## config.mk

```make
export PLATFORM = sky130hd
export DESIGN_NAME = mfp_srec_loader_bus_controller
export DESIGN_NICKNAME = d
export VERILOG_FILES = /design/src/rtl/mfp_srec_loader_bus_controller.sv
export SDC_FILE = /design/constraint.sdc
export NUM_CORES = 1
export LEC_CHECK = 0
export ABC_AREA = 1
export BUFFER_PORTS_ARGS = -buffer_cell sky130_fd_sc_hd__buf_2
export CAP_MARGIN = 10
export CORE_ASPECT_RATIO = 1.1
export CORE_UTILIZATION = 62
export DETAILED_ROUTE_END_ITERATION = 8
export HOLD_SLACK_MARGIN = 0.1
export PLACE_DENSITY_LB_ADDON = 0.3
export SLEW_MARGIN = 0
export SYNTH_ARGS = -nofsm -noshare
export SYNTH_HDL_FRONTEND = slang
export SYNTH_SLANG_ARGS = --single-unit
```

## constraint.sdc

```tcl
create_clock -name clock -period 10.03 [get_ports clock]
set_input_delay 1.003 -clock clock [delete_from_list [all_inputs] [get_ports clock]]
set_output_delay 1.003 -clock clock [all_outputs]
set_load 0.01 [all_outputs]
```

## src/rtl/mfp_srec_loader_bus_controller.sv

```systemverilog
// AHB-Lite bus share between the CPU master and the SREC loader byte stream.
// state | meaning:  RUN = CPU owns bus;  DRAIN = wait out CPU data phase;  LOAD = replay loader bytes, CPU held
module mfp_srec_loader_bus_controller #(
    parameter int FIFO_DEPTH_LOG2 = 3,
    parameter int IDLE_TIMEOUT    = 1024
) (
    input  logic        clock,
    input  logic        reset_n,
    input  logic [31:0] write_address,
    input  logic [7:0]  write_byte,
    input  logic        write_enable,
    input  logic [31:0] cpu_HADDR,
    input  logic [2:0]  cpu_HBURST,
    input  logic        cpu_HMASTLOCK,
    input  logic [3:0]  cpu_HPROT,
    input  logic [2:0]  cpu_HSIZE,
    input  logic [1:0]  cpu_HTRANS,
    input  logic [31:0] cpu_HWDATA,
    input  logic        cpu_HWRITE,
    output logic [31:0] HADDR,
    output logic [2:0]  HBURST,
    output logic        HMASTLOCK,
    output logic [3:0]  HPROT,
    output logic [2:0]  HSIZE,
    output logic [1:0]  HTRANS,
    output logic [31:0] HWDATA,
    output logic        HWRITE,
    input  logic        HREADY,
    output logic        cpu_reset_n,
    output logic        loading,
    output logic        overflow
);
    localparam int DEPTH = 1 << FIFO_DEPTH_LOG2;
    localparam int PW    = FIFO_DEPTH_LOG2 + 1;
    localparam int CNT_W = $clog2(IDLE_TIMEOUT);
    localparam logic [CNT_W-1:0] IDLE_LAST = CNT_W'(IDLE_TIMEOUT - 1);
    localparam logic [1:0] HTRANS_IDLE   = 2'b00;
    localparam logic [1:0] HTRANS_NONSEQ = 2'b10;

    typedef enum logic [1:0] {ST_RUN, ST_DRAIN, ST_LOAD} state_t;

    state_t                     state_q, state_d;
    logic [PW-1:0]              wr_ptr_q, wr_ptr_d, rd_ptr_q, rd_ptr_d;
    logic [CNT_W-1:0]           idle_cnt_q, idle_cnt_d;
    logic [31:0]                ldr_wdata_q, ldr_wdata_d;
    logic                       ldr_owner_q, ldr_owner_d;
    logic                       cpu_reset_n_q, overflow_q, overflow_d;

    logic [28:0]                addr_mem [DEPTH];
    logic [7:0]                 byte_mem [DEPTH];

    logic                       fifo_empty, fifo_full, push, pop;
    logic [28:0]                head_addr;
    logic [7:0]                 head_byte;
    logic                       unused_addr_bits;

    assign unused_addr_bits = ^write_address[31:29];

    assign fifo_empty = (wr_ptr_q == rd_ptr_q);
    assign fifo_full  = (wr_ptr_q[PW-1] != rd_ptr_q[PW-1]) &&
                        (wr_ptr_q[PW-2:0] == rd_ptr_q[PW-2:0]);
    assign head_addr  = addr_mem[rd_ptr_q[PW-2:0]];
    assign head_byte  = byte_mem[rd_ptr_q[PW-2:0]];

    // A pop in the same cycle frees the slot, so a push into a full FIFO still lands.
    assign pop  = (state_q == ST_LOAD) && HREADY && !fifo_empty;
    assign push = write_enable && (!fifo_full || pop);

    always_comb begin
        state_d     = state_q;
        wr_ptr_d    = push ? wr_ptr_q + PW'(1) : wr_ptr_q;
        rd_ptr_d    = pop  ? rd_ptr_q + PW'(1) : rd_ptr_q;
        overflow_d  = overflow_q || (write_enable && fifo_full && !pop);
        ldr_wdata_d = pop ? ({24'b0, head_byte} << {head_addr[1:0], 3'b000}) : ldr_wdata_q;
        ldr_owner_d = HREADY ? (state_q == ST_LOAD) : ldr_owner_q;
        idle_cnt_d  = '0;

        case (state_q)
            ST_RUN: begin
                if (write_enable) state_d = ST_DRAIN;
            end
            ST_DRAIN: begin
                if (HREADY) state_d = ST_LOAD;
            end
            ST_LOAD: begin
                if (!write_enable && fifo_empty)
                    idle_cnt_d = (idle_cnt_q == IDLE_LAST) ? idle_cnt_q : idle_cnt_q + CNT_W'(1);
                // A strobe in the release cycle keeps us loading so the byte is not stranded.
                if (idle_cnt_q == IDLE_LAST && fifo_empty && HREADY && !write_enable)
                    state_d = ST_RUN;
            end
            default: state_d = ST_RUN;
        endcase
    end

    always_ff @(posedge clock or negedge reset_n) begin
        if (!reset_n) begin
            state_q       <= ST_RUN;
            wr_ptr_q      <= '0;
            rd_ptr_q      <= '0;
            idle_cnt_q    <= '0;
            ldr_wdata_q   <= '0;
            ldr_owner_q   <= 1'b0;
            cpu_reset_n_q <= 1'b1;
            overflow_q    <= 1'b0;
        end else begin
            state_q       <= state_d;
            wr_ptr_q      <= wr_ptr_d;
            rd_ptr_q      <= rd_ptr_d;
            idle_cnt_q    <= idle_cnt_d;
            ldr_wdata_q   <= ldr_wdata_d;
            ldr_owner_q   <= ldr_owner_d;
            cpu_reset_n_q <= (state_d != ST_LOAD);
            overflow_q    <= overflow_d;
        end
    end

    always_ff @(posedge clock) begin
        if (push) begin
            addr_mem[wr_ptr_q[PW-2:0]] <= write_address[28:0];
            byte_mem[wr_ptr_q[PW-2:0]] <= write_byte;
        end
    end

    always_comb begin
        HADDR     = cpu_HADDR;
        HBURST    = cpu_HBURST;
        HMASTLOCK = cpu_HMASTLOCK;
        HPROT     = cpu_HPROT;
        HSIZE     = cpu_HSIZE;
        HTRANS    = cpu_HTRANS;
        HWRITE    = cpu_HWRITE;
        case (state_q)
            ST_DRAIN: HTRANS = HTRANS_IDLE;
            ST_LOAD: begin
                HADDR     = {3'b000, head_addr};
                HBURST    = 3'b000;
                HMASTLOCK = 1'b0;
                HPROT     = 4'b0000;
                HSIZE     = 3'b000;
                HTRANS    = fifo_empty ? HTRANS_IDLE : HTRANS_NONSEQ;
                HWRITE    = !fifo_empty;
            end
            default: ;
        endcase
    end

    assign HWDATA      = ldr_owner_q ? ldr_wdata_q : cpu_HWDATA;
    assign cpu_reset_n = cpu_reset_n_q;
    assign loading     = (state_q != ST_RUN);
    assign overflow    = overflow_q;

endmodule

```

==> results.toml, run 1 <==
[sta]
setup_violations = 0
timing.hold.ws_ns = 0.4797
finClkSkew_ns = 0.01965
rsz0062_at_grt = "no"
min_period_over_period_pct = 49.17
drv_slew = 0
tns_ns = 0
fmax_mhz = 202.8
period_needed_ns = 4.931
worst_slew_pin_slew_ns = 0.9726
hold_viol = 0
slew_headroom_pct = 35.16

[setup_path]
worstSetupEndpoint = "HADDR[0]"
cp.arrival_ns = 3.93
slowest_delay_ns = 0.92
path_class = "reg2out"
slowest_stage = "dfrtp_4"
timing.critical_path.to_type = "primary output"
path_cells = "clkinv_2 -> buf_4 -> o21ai_1 -> nand2_1 -> o21ai_4 -> o21ai_0 -> buf_2"
path_max_fanout = 100
critPathRequiredTime_ns = 9.03
worstRegToRegCells = 10
critPathLaunch = "rd_ptr_q[0]"
regToRegEndpoint = "byte_mem[4][2]"
reg2reg_from = "rd_ptr_q[1]"
cp-start-kind = "register"
reg2reg_slack_ns = 5.90

[clock_tree]
cts_root_buf = "clkbuf_16"
cts_tree = "yes"
htreeDepth = 2
cts_setup_buffers = 0
path_clk_slew_ns = 0.06
cts-resized-gates = 0
cts_max_path_buffers = 3
cts_buffers = 34
clkLatencyLatePin_ns = 0.51
clock_sinks = 351
cts_hold_buffers = 0

[pwr]
p_leak_nw = 6.552
peakVddDrop_mv = 0.1960
p_sw_share_pct = 36.56
power_density_nw_per_um2 = 279.1
power_frac_comb_pct = 33.2
power.internal_w = 0.002993
p_seq_share_pct = 41.7
power.switching_w = 0.001725
p_clk_share_pct = 25.2

[layout]
nNetsFinal = 1606
layout_commonest_cell = "edfxtp_1"
multi_input_area_um2 = 3959
layout-area-overhead-vs-synth_pct = 14.94
final_area_um2 = 16910
drive_gt1_share_pct = 18.90
fillers = 1542
ff_latch_area_um2 = 10270
final_cell_mix = "edfxtp_1 (296), nand2_1 (289), buf_2 (199)"

[global_routing]
use_met1_pct = 34.99
grt_max_degree = 101
grt_pass1_wl_um = 51310
gr-usage-met2_pct = 47.73
grt_overflow = 0
grt_pass1_vias = 9956
antenna_found_initial = 6
met3_usage_pct = 4.665
grtUsageTotal_pct = 27.65
grt-busiest-layer = "met2"

[flow_run]
maxCapViolCount = 0

[detailed_routing]
wl_per_cell_um = 18.21
routed_wl_um = 32780
drc = 0
vias = 10454
routed_via_density = 5.808
first_pass_iters = 5
drt_iter0_markers = 925
ant_nets = 0

[synth]
synth_cells = 1302
yosys-mux-area-fraction_pct = 0
synthesis.area_um2 = 14710
ys_ff_latch = 351
synth-xor-area-share_pct = 0.4764
yosysUniqueCellTypes = 35
synth.yosys.seq_area_share_pct = 69.80
synth_top_family_by_area = "simple AND/OR/NAND/NOR gates"
syn_area_per_cell_um2 = 11.30
yosysWarnings = 0
postSynthNetCount = 1431
synth_fa_ha_area_share_pct = 0.5955
synth-compound-area-share_pct = 11.03
synth-simple-area-share_pct = 14.44

[die]
die_w_um = 148.9
dieHeight_um = 163.5
initial_core_util_pct = 63.73
row_count = 58
pin_count = 203
die_area_um2 = 24340
core-area_um2 = 23080

[worst_hold_path]
worstHoldPathType = "reg2reg"

[place]
gp_congestion = 0.7953
placed_area_um2 = 15880
dp_hpwl_um = 18150
numPortBuffers = 199

[run_status]
status = "finished, final reports clean"
==> worst min-delay path by stage <==
stage	start	endpoint	slack, ns	cells past startpoint
floorplan	ldr_wdata_q[30]	ldr_wdata_q[30]	0.45	2
global placement	ldr_wdata_q[28]	ldr_wdata_q[28]	0.46	2
detailed placement	ldr_wdata_q[28]	ldr_wdata_q[28]	0.47	2
CTS	ldr_wdata_q[28]	ldr_wdata_q[28]	0.48	2
global route	ldr_wdata_q[0]	ldr_wdata_q[0]	0.52	2
finish	ldr_wdata_q[31]	ldr_wdata_q[31]	0.48	2
==> power by group through the flow <==
stage	logic [W]	clock network, W	registers [W]
after floorplan	0.00112	0	0.00194
after global placement	0.00148	0	0.00198
after detailed placement	0.00154	0	0.00199
after CTS	0.00156	0.00120	0.00196
after global routing	0.00174	0.00126	0.00199
final	0.00156	0.00119	0.00197
==> flip-flops by register name, indices dropped and copies added (netlist names) <==
name         flops
wr_ptr_q         4
idle_cnt_q      10
ldr_owner_q      1
cpu_reset_n      1
rd_ptr_q         4
ldr_wdata_q     32
overflow         1
addr_mem       232
state_q          2
byte_mem        64
==> cell usage after synthesis <==
library cell	count	area [um^2]
o211ai_1	12	90.09
xnor2_1	2	17.52
edfxtp_1	296	8889
o22ai_1	11	68.82
clkbuf_1	44	165.2
xor2_1	6	52.55
dfrtp_1	54	1351
clkinv_1	1	3.750
buf_2	17	85.08
nor3_1	5	25.02
clkbuf_2	1	5.000
o21ai_4	1	16.27
nor2_2	2	12.51
o21ai_1	36	180.2
nor2_1	199	747.0
a21oi_1	13	65.06
buf_4	4	30.03
nand3b_1	1	7.510
nand2_1	289	1085
nand3_1	37	185.2
nand3_4	1	17.52
o221ai_1	43	376.6
buf_6	8	90.09
buf_1	3	11.26
dfstp_2	1	26.28
o21bai_1	2	15.01
nand2_2	1	6.260
inv_2	4	15.01
o31ai_1	2	15.01
nand4_1	2	12.51
inv_4	2	12.51
or2_2	4	25.02
inv_1	32	120.1
ha_1	7	87.58
o21ai_0	159	795.8
==> area by class of cell <==
type	count	area share [%]
sequential	351	60.75
multi-input combinational	835	23.42
timing repair buffer	216	6.646
clock buffer	46	5.425
tap	300	2.220
inverter	39	0.9104
clock inverter	10	0.5847
antenna	3	0.04441
==> worst max-delay path: cells and delay by family (launching register included) <==
| family | cells | cell delay (ns) |
|---|---|---|
| AND/OR/NAND/NOR | 1 | 0.10 |
| buffers and inverters | 3 | 1.61 |
| AO/OA/AOI/OAI | 3 | 0.75 |
| flip-flops | 1 | 0.92 |
==> per-stage QoR <==
| step | total power, W | utilization, % | worst slack (ns) | cells |
|---|---|---|---|---|
| 6_report | 0.004718 | 73.25 | 5.099 | 1800 |
| 5_1_grt | 0.004984 | 73.25 | 4.832 | 1800 |
| 4_1_cts | 0.004723 | 73.22 | 5.110 | 1797 |
| 3_5_place_dp | 0.003535 | 68.82 | 5.641 | 1741 |
| 3_3_place_gp | 0.003463 | 68.82 | 5.742 | 1741 |
| 2_1_floorplan | 0.003058 | - | 5.392 | 1302 |
==> logic make-up after synthesis <==
kind of cell / count (synthesis)
xor gates and xnor gates: 8
buffers and inverters: 116
adders and majority gates: 7
DFF: 351
AOI/OAI and AO/OA: 279
and+or+nand+nor: 541
==> routing by layer <==
metal | up-vias | wire length (um)
met4 | 4 | 783
met1 | 4947 | 12600
met5 | - | 27
met2 | 501 | 16640
met3 | 71 | 2720
li1 | 4931 | -
No activity file was read; power rests on OpenSTA's default activity.
==> run 2, diff against run 1 <==
- ABC_AREA: 1 -> 0
- CORE_UTILIZATION: 62 -> 52
- clock period: 10.03 -> 4.01 ns (I/O delays scaled with it)
==> run 2 against run 1 <==
  * Non-clock buffer count is 2 higher
  * Clock power grew to 2.9 times the previous value
  * Die area is 16% higher
  * Utilization down 10 points
  * Sequential cell count unchanged
  * Cell count decreased by 24%
  * Register-to-register slack lost 5.0 ns
  * Worst hold slack got worse by 0.32 ns
  * Synthesized cell count is 41% lower
  * Sequential power up 150%
  * Total power up 150%
  * Combinational power increased by 110%
==> results.toml, run 2 <==
[global_routing]
grt_overflow = 0
antenna_found_initial = 5
grtUsageTotal_pct = 19.89
grt_pass1_vias = 7539
grt_max_degree = 80
grt_pass1_wl_um = 42640

[layout]
drive_gt1_share_pct = 39.19
largest_register_ffs = 232
final_area_um2 = 17040
final_cell_mix = "edfxtp_1 (296), buf_2 (199), mux4_2 (73)"
layout-area-overhead-vs-synth_pct = 18.78
nNetsFinal = 1111
layout_commonest_cell = "edfxtp_1"

[setup_path]
cp_top_family = "multiplexers"
regToRegEndpoint = "byte_mem[4][3]"
slowest_stage = "mux4_2"
cp-start-kind = "register"
cp.arrival_ns = 2.80
slowest_delay_ns = 0.58
cp_num_buf_inv = 2
path_max_fanout = 77
reg2reg_slack_ns = 0.91
timing.critical_path.to_type = "primary output"
critPathRequiredTime_ns = 3.61
worstRegToRegCells = 5
reg2reg_from = "wr_ptr_q[2]"
path_class = "reg2out"
path_cells = "buf_12 -> mux4_2 -> mux2i_1 -> a21oi_1 -> buf_2"

[pwr]
power_density_nw_per_um2 = 681.2
peakVddDrop_mv = 0.4849
p_leak_nw = 6.175

[synth]
synth_cells = 771
synthTopCellsByCount = "edfxtp_1 (296), mux4_2 (73), nor2_1 (60), dfrtp_1 (54), mux2i_1 (37)"
synth.yosys.seq_area_share_pct = 71.55
synth_edf_count = 296
async_flop_share_pct = 15.67
yosysUniqueCellTypes = 46
yosys_most_used_dff = "edfxtp_1"
yosys-top-cells-area = "edfxtp_1 (62%), mux4_2 (11%), dfrtp_1 (9.4%)"
synthesis.area_um2 = 14350
ys_ff_latch = 351
yosysWarnings = 0
synth_top_cell_area_share_pct = 61.95
syn_area_per_cell_um2 = 18.61
yosysMostFrequentCell = "edfxtp_1"
postSynthNetCount = 900
yosys.area.top_type = "edfxtp_1"

[worst_hold_path]
whs_endpoint = "byte_mem[3][6]"
worstHoldPathType = "in2reg"
min-delay-start = "write_byte[6]"
whs_path_depth = 1

[clock_tree]
cts_setup_buffers = 0
cts_buffers = 36
clock_sinks = 351
cts_tree = "yes"
clkLatencyLatePin_ns = 0.51
htreeDepth = 2
cts_max_path_buffers = 3
cts_root_buf = "clkbuf_16"
path_clk_slew_ns = 0.06

[sta]
hold_viol = 0
tns_ns = 0
finClkSkew_ns = 0.01316
drv_slew = 0
worst_slew_pin_slew_ns = 1.037
period_needed_ns = 3.203
setup_violations = 0
rsz0062_at_grt = "no"
fmax_mhz = 312.2
slew_headroom_pct = 30.87
min_period_over_period_pct = 79.89

[die]
die_area_um2 = 28260
initial_core_util_pct = 53.07
core-area_um2 = 27040
pin_count = 203
dieHeight_um = 176.2
die_w_um = 160.4
row_count = 63

[detailed_routing]
vias = 7667
routed_wl_um = 27620
ant_nets = 0
drc = 0
drt_iter0_markers = 509
wl_per_cell_um = 20.22
routed_via_density = 5.613
first_pass_iters = 5

[place]
gp_congestion = 0.7444
numPortBuffers = 199
dp_hpwl_um = 15750
placed_area_um2 = 15790

[flow_run]
maxCapViolCount = 0

[run_status]
status = "finished, final reports clean"
[run 2: cell types whose count changed after synthesis, sizes merged, moves of 26 or more]
cell	change
clkbuf	-26
mux2	+34
nor2	-141
nand3	-35
o221ai	-43
o21ai	-190
inv	-27
nand2	-284
mux4	+74
a22o	+32
mux2i	+38
[run 2: cell type report]
class / instances / area, um^2
Antenna cell: 1 / 2.502
Clock buffer: 44 / 973.4
Clock inverter: 20 / 244.0
Fill cell: 1882 / 9993
Inverter: 11 / 41.29
Multi-Input combinational cell: 364 / 3862
Sequential cell: 351 / 10270
Tap cell: 357 / 446.7
Timing Repair Buffer: 218 / 1199
[run 2: worst max-delay path by stage]
| stage | start | end | depth (start not counted) |
|---|---|---|---|
| finish | rd_ptr_q[0] | HADDR[1] | 5 |
| global route | rd_ptr_q[0] | HADDR[1] | 5 |
| CTS | rd_ptr_q[0] | HADDR[1] | 5 |
| detailed placement | wr_ptr_q[1] | byte_mem[4][1] | 5 |
| global placement | wr_ptr_q[1] | byte_mem[4][2] | 5 |
| floorplan | rd_ptr_q[1] | addr_mem[2][0] | 6 |
[run 2: kinds of logic (layout without fill, tap and decap cells)]
logic type | after synthesis | count (layout) | synth area share [%]
DFF | 351 | 351 | 71.55
muxes | 146 | 146 | 17.05
and+or+nand+nor | 113 | 113 | 3.776
AOI/OAI and AO/OA | 85 | 85 | 4.186
buffers and inverters | 56 | 293 | 2.040
xor gates and xnor gates | 13 | 13 | 0.7935
adders and majority gates | 7 | 7 | 0.6104
other | 0 | 1 | 0
[run 2: worst reg2reg max path, delay by kind of cell, from the launching register on]
kind | cells | cell delay [ns]
AO/OA/AOI/OAI | 1 | 0.37
XOR/XNOR | 1 | 0.38
buffers and inverters | 1 | 0.42
AND/OR/NAND/NOR | 2 | 1.04
flip-flops | 1 | 0.57
[run 2: repair_timing]
| action | CTS | global route |
|---|---|---|
| endpoints found under the hold margin | 22 | 0 |
| setup endpoints to repair | 0 | 0 |
| hold buffers | 1 | 0 |
| resized for setup | 0 | 0 |
[run 2: where the power goes]
| group | internal, W | total [W] | switching [W] |
|---|---|---|---|
| Combinational | 0.00152 | 0.00333 | 0.00182 |
| Sequential | 0.00464 | 0.00488 | 0.000244 |
| Clock | 0.00206 | 0.00340 | 0.00133 |
[run 2: per-layer routing]
| metal | vias to the layer above | part of all wire (%) | GRT usage (%) |
|---|---|---|---|
| met1 | 3855 | 43 | 27.28 |
| li1 | 3503 | - | - |
| met3 | 50 | 6.0 | 3.852 |
| met5 | - | 0.15 | 0 |
| met2 | 251 | 49 | 33.17 |
| met4 | 8 | 1.8 | 4.643 |
[run 2: per-stage QoR]
step | utilization (%) | cells | total power, W | worst slack, ns | hold slack, ns
CTS | 62.93 | 1364 | 0.01175 | 0.6708 | 0.1413
floorplan | - | 771 | 0.007369 | 0.6722 | 0.1054
finish | 63.04 | 1366 | 0.01161 | 0.8066 | 0.1599
global placement | 58.39 | 1299 | 0.008256 | 0.9343 | 0.4156
global route | 63.03 | 1365 | 0.01215 | 0.6036 | 0.1513
detailed placement | 58.39 | 1299 | 0.008331 | 0.9001 | 0.4178
==> run 3, diff against run 2 <==
- CORE_UTILIZATION: 52 -> 57
- clock period: 4.01 -> 3.1 ns (I/O delays scaled with it)
==> run 3 against run 2 <==
  * Clock skew rose by 0.0098 ns
  * Global-route usage rose by 2.5 points
  * Total power rose by 28%
  * Die area fell by 8.7%
  * Sequential power rose by 29%
  * Sequential cell count did not move
  * Combinational power rose by 32%
  * Register-to-register slack got worse by 0.44 ns
  * Count of clock-buffer cells in the layout rose by 6
  * Utilization rose by 7.2 points
  * Sequential share of layout area fell by 0.84 points
  * Worst hold slack improved by 0.00061 ns
  * Largest cell class unchanged
==> results.toml, run 3 (same netlist as run 2, synthesis figures left out) <==
[die]
die_area_um2 = 25810
core-area_um2 = 24620
initial_core_util_pct = 58.27
row_count = 60
pin_count = 203
dieHeight_um = 168.4
die_w_um = 153.3

[setup_path]
reg2reg_from = "state_q[0]"
critPathLaunch = "rd_ptr_q[0]"
cp_num_buf_inv = 2
path_class = "reg2out"
path_cells = "buf_16 -> mux4_2 -> mux2i_1 -> a21oi_1 -> buf_2"
cp.arrival_ns = 2.60
regToRegEndpoint = "ldr_wdata_q[7]"
cp_top_family = "multiplexers"
timing.critical_path.to_type = "primary output"
critPathRequiredTime_ns = 2.79
slowest_stage = "mux4_2"
worstRegToRegCells = 8
cp-start-kind = "register"
slowest_delay_ns = 0.58
reg2reg_slack_ns = 0.47
path_max_fanout = 77

[sta]
slew_headroom_pct = 26.40
fmax_mhz = 343.3
timing.hold.ws_ns = 0.1605
period_needed_ns = 2.913
drv_slew = 0
finClkSkew_ns = 0.02297
min_period_over_period_pct = 93.95
worst_slew_pin_slew_ns = 1.102
setup_violations = 0
hold_viol = 0
rsz0062_at_grt = "no"

[clock_tree]
cts_buffers = 36
cts_root_buf = "clkbuf_16"
cts_max_path_buffers = 3
cts_setup_buffers = 0
clkLatencyLatePin_ns = 0.51
clock_sinks = 351
cts_tree = "yes"
path_clk_slew_ns = 0.06
htreeDepth = 2

[pwr]
p_total_w = 0.01482
peakVddDrop_mv = 0.8850
power_density_nw_per_um2 = 857.6
p_leak_nw = 6.321

[layout]
nNetsFinal = 1156
drive_gt1_share_pct = 37.42
fillers = 1543
final_cells = 1363
finalCoreUtilization_pct = 70.19
multi_input_area_um2 = 3852
final_cell_mix = "edfxtp_1 (296), buf_2 (199), mux4_2 (73)"
diodes = 0
layout-area-overhead-vs-synth_pct = 20.46
final_area_um2 = 17280
ff_latch_area_um2 = 10270
layout_commonest_cell = "edfxtp_1"
largest_register_ffs = 232

[place]
dp_hpwl_um = 15510
placed_area_um2 = 15750
dp.cells = 1260
gp_congestion = 0.7568
numPortBuffers = 199

[global_routing]
grtUsageTotal_pct = 22.35
grt_max_degree = 80
grt_overflow = 0
grt_pass1_vias = 7916
antenna_found_initial = 0
grt_pass1_wl_um = 43580

[detailed_routing]
vias = 7843
wl_per_cell_um = 20.61
drt_iter0_markers = 549
ant_nets = 0
routed_via_density = 5.754
first_pass_iters = 5
drc = 0
routed_wl_um = 28090

[run_status]
status = "finished, final reports clean"

[worst_hold_path]
worstHoldPathType = "in2reg"
whs_endpoint = "overflow"
min-delay-start = "write_enable"
whs_path_depth = 2

[flow_run]
maxCapViolCount = 0
## run 3: final cells by class
type,count,share of cell area [%]
Sequential cell,351,59.45
Inverter,11,0.2389
Tap cell,310,2.244
Clock inverter,14,0.8397
Multi-Input combinational cell,364,22.29
Timing Repair Buffer,263,9.244
Clock buffer,50,5.697
## run 3: stage by stage
step	setup TNS, ns	setup WS (ns)
final	0	0.1875
after floorplan	-48.45	-0.2378
after global routing	0	0.009273
after CTS	0	0.07471
after global placement	0	0.4431
after detailed placement	0	0.4261
## run 3: worst max-delay path by stage
stage,endpoint,slack [ns],cells past startpoint
detailed placement,ldr_wdata_q[15],0.43,6
floorplan,addr_mem[2][0],-0.24,6
CTS,HADDR[18],0.07,5
global placement,ldr_wdata_q[10],0.44,6
global route,HADDR[18],0.009,5
finish,HADDR[18],0.19,5
## run 3: worst register-to-register path: cells and delay by family (launching register included)
| family | cells | cell delay (ns) |
|---|---|---|
| buf+inv | 3 | 1.02 |
| simple gates | 2 | 0.65 |
| flops | 1 | 0.42 |
| compound gates | 2 | 0.28 |
| fa+ha+maj | 1 | 0.18 |
## run 3: routing by layer
metal / vias up / share of wire [%] / global-route usage [%]
met4: 0 / 2.1 / 6.412
met3: 54 / 6.2 / 3.732
met2: 301 / 51 / 38.51
met5: - / 0 / 0
met1: 3887 / 41 / 29.58
li1: 3601 / - / -
## run 3: what timing repair did
item | 4_1_cts | 5_1_grt
hold buffers | 39 | 0
gates resized for setup | 1 | 1
hold endpoints to repair | 327 | 0
endpoints found under the setup margin | 1 | 2
## run 3: where the power goes
part	internal, W	switching, W	total [W]
combinational	0.00201	0.00238	0.00440
clock	0.00247	0.00167	0.00414
sequential	0.00600	0.000284	0.00628
total	0.0105	0.00434	0.0148
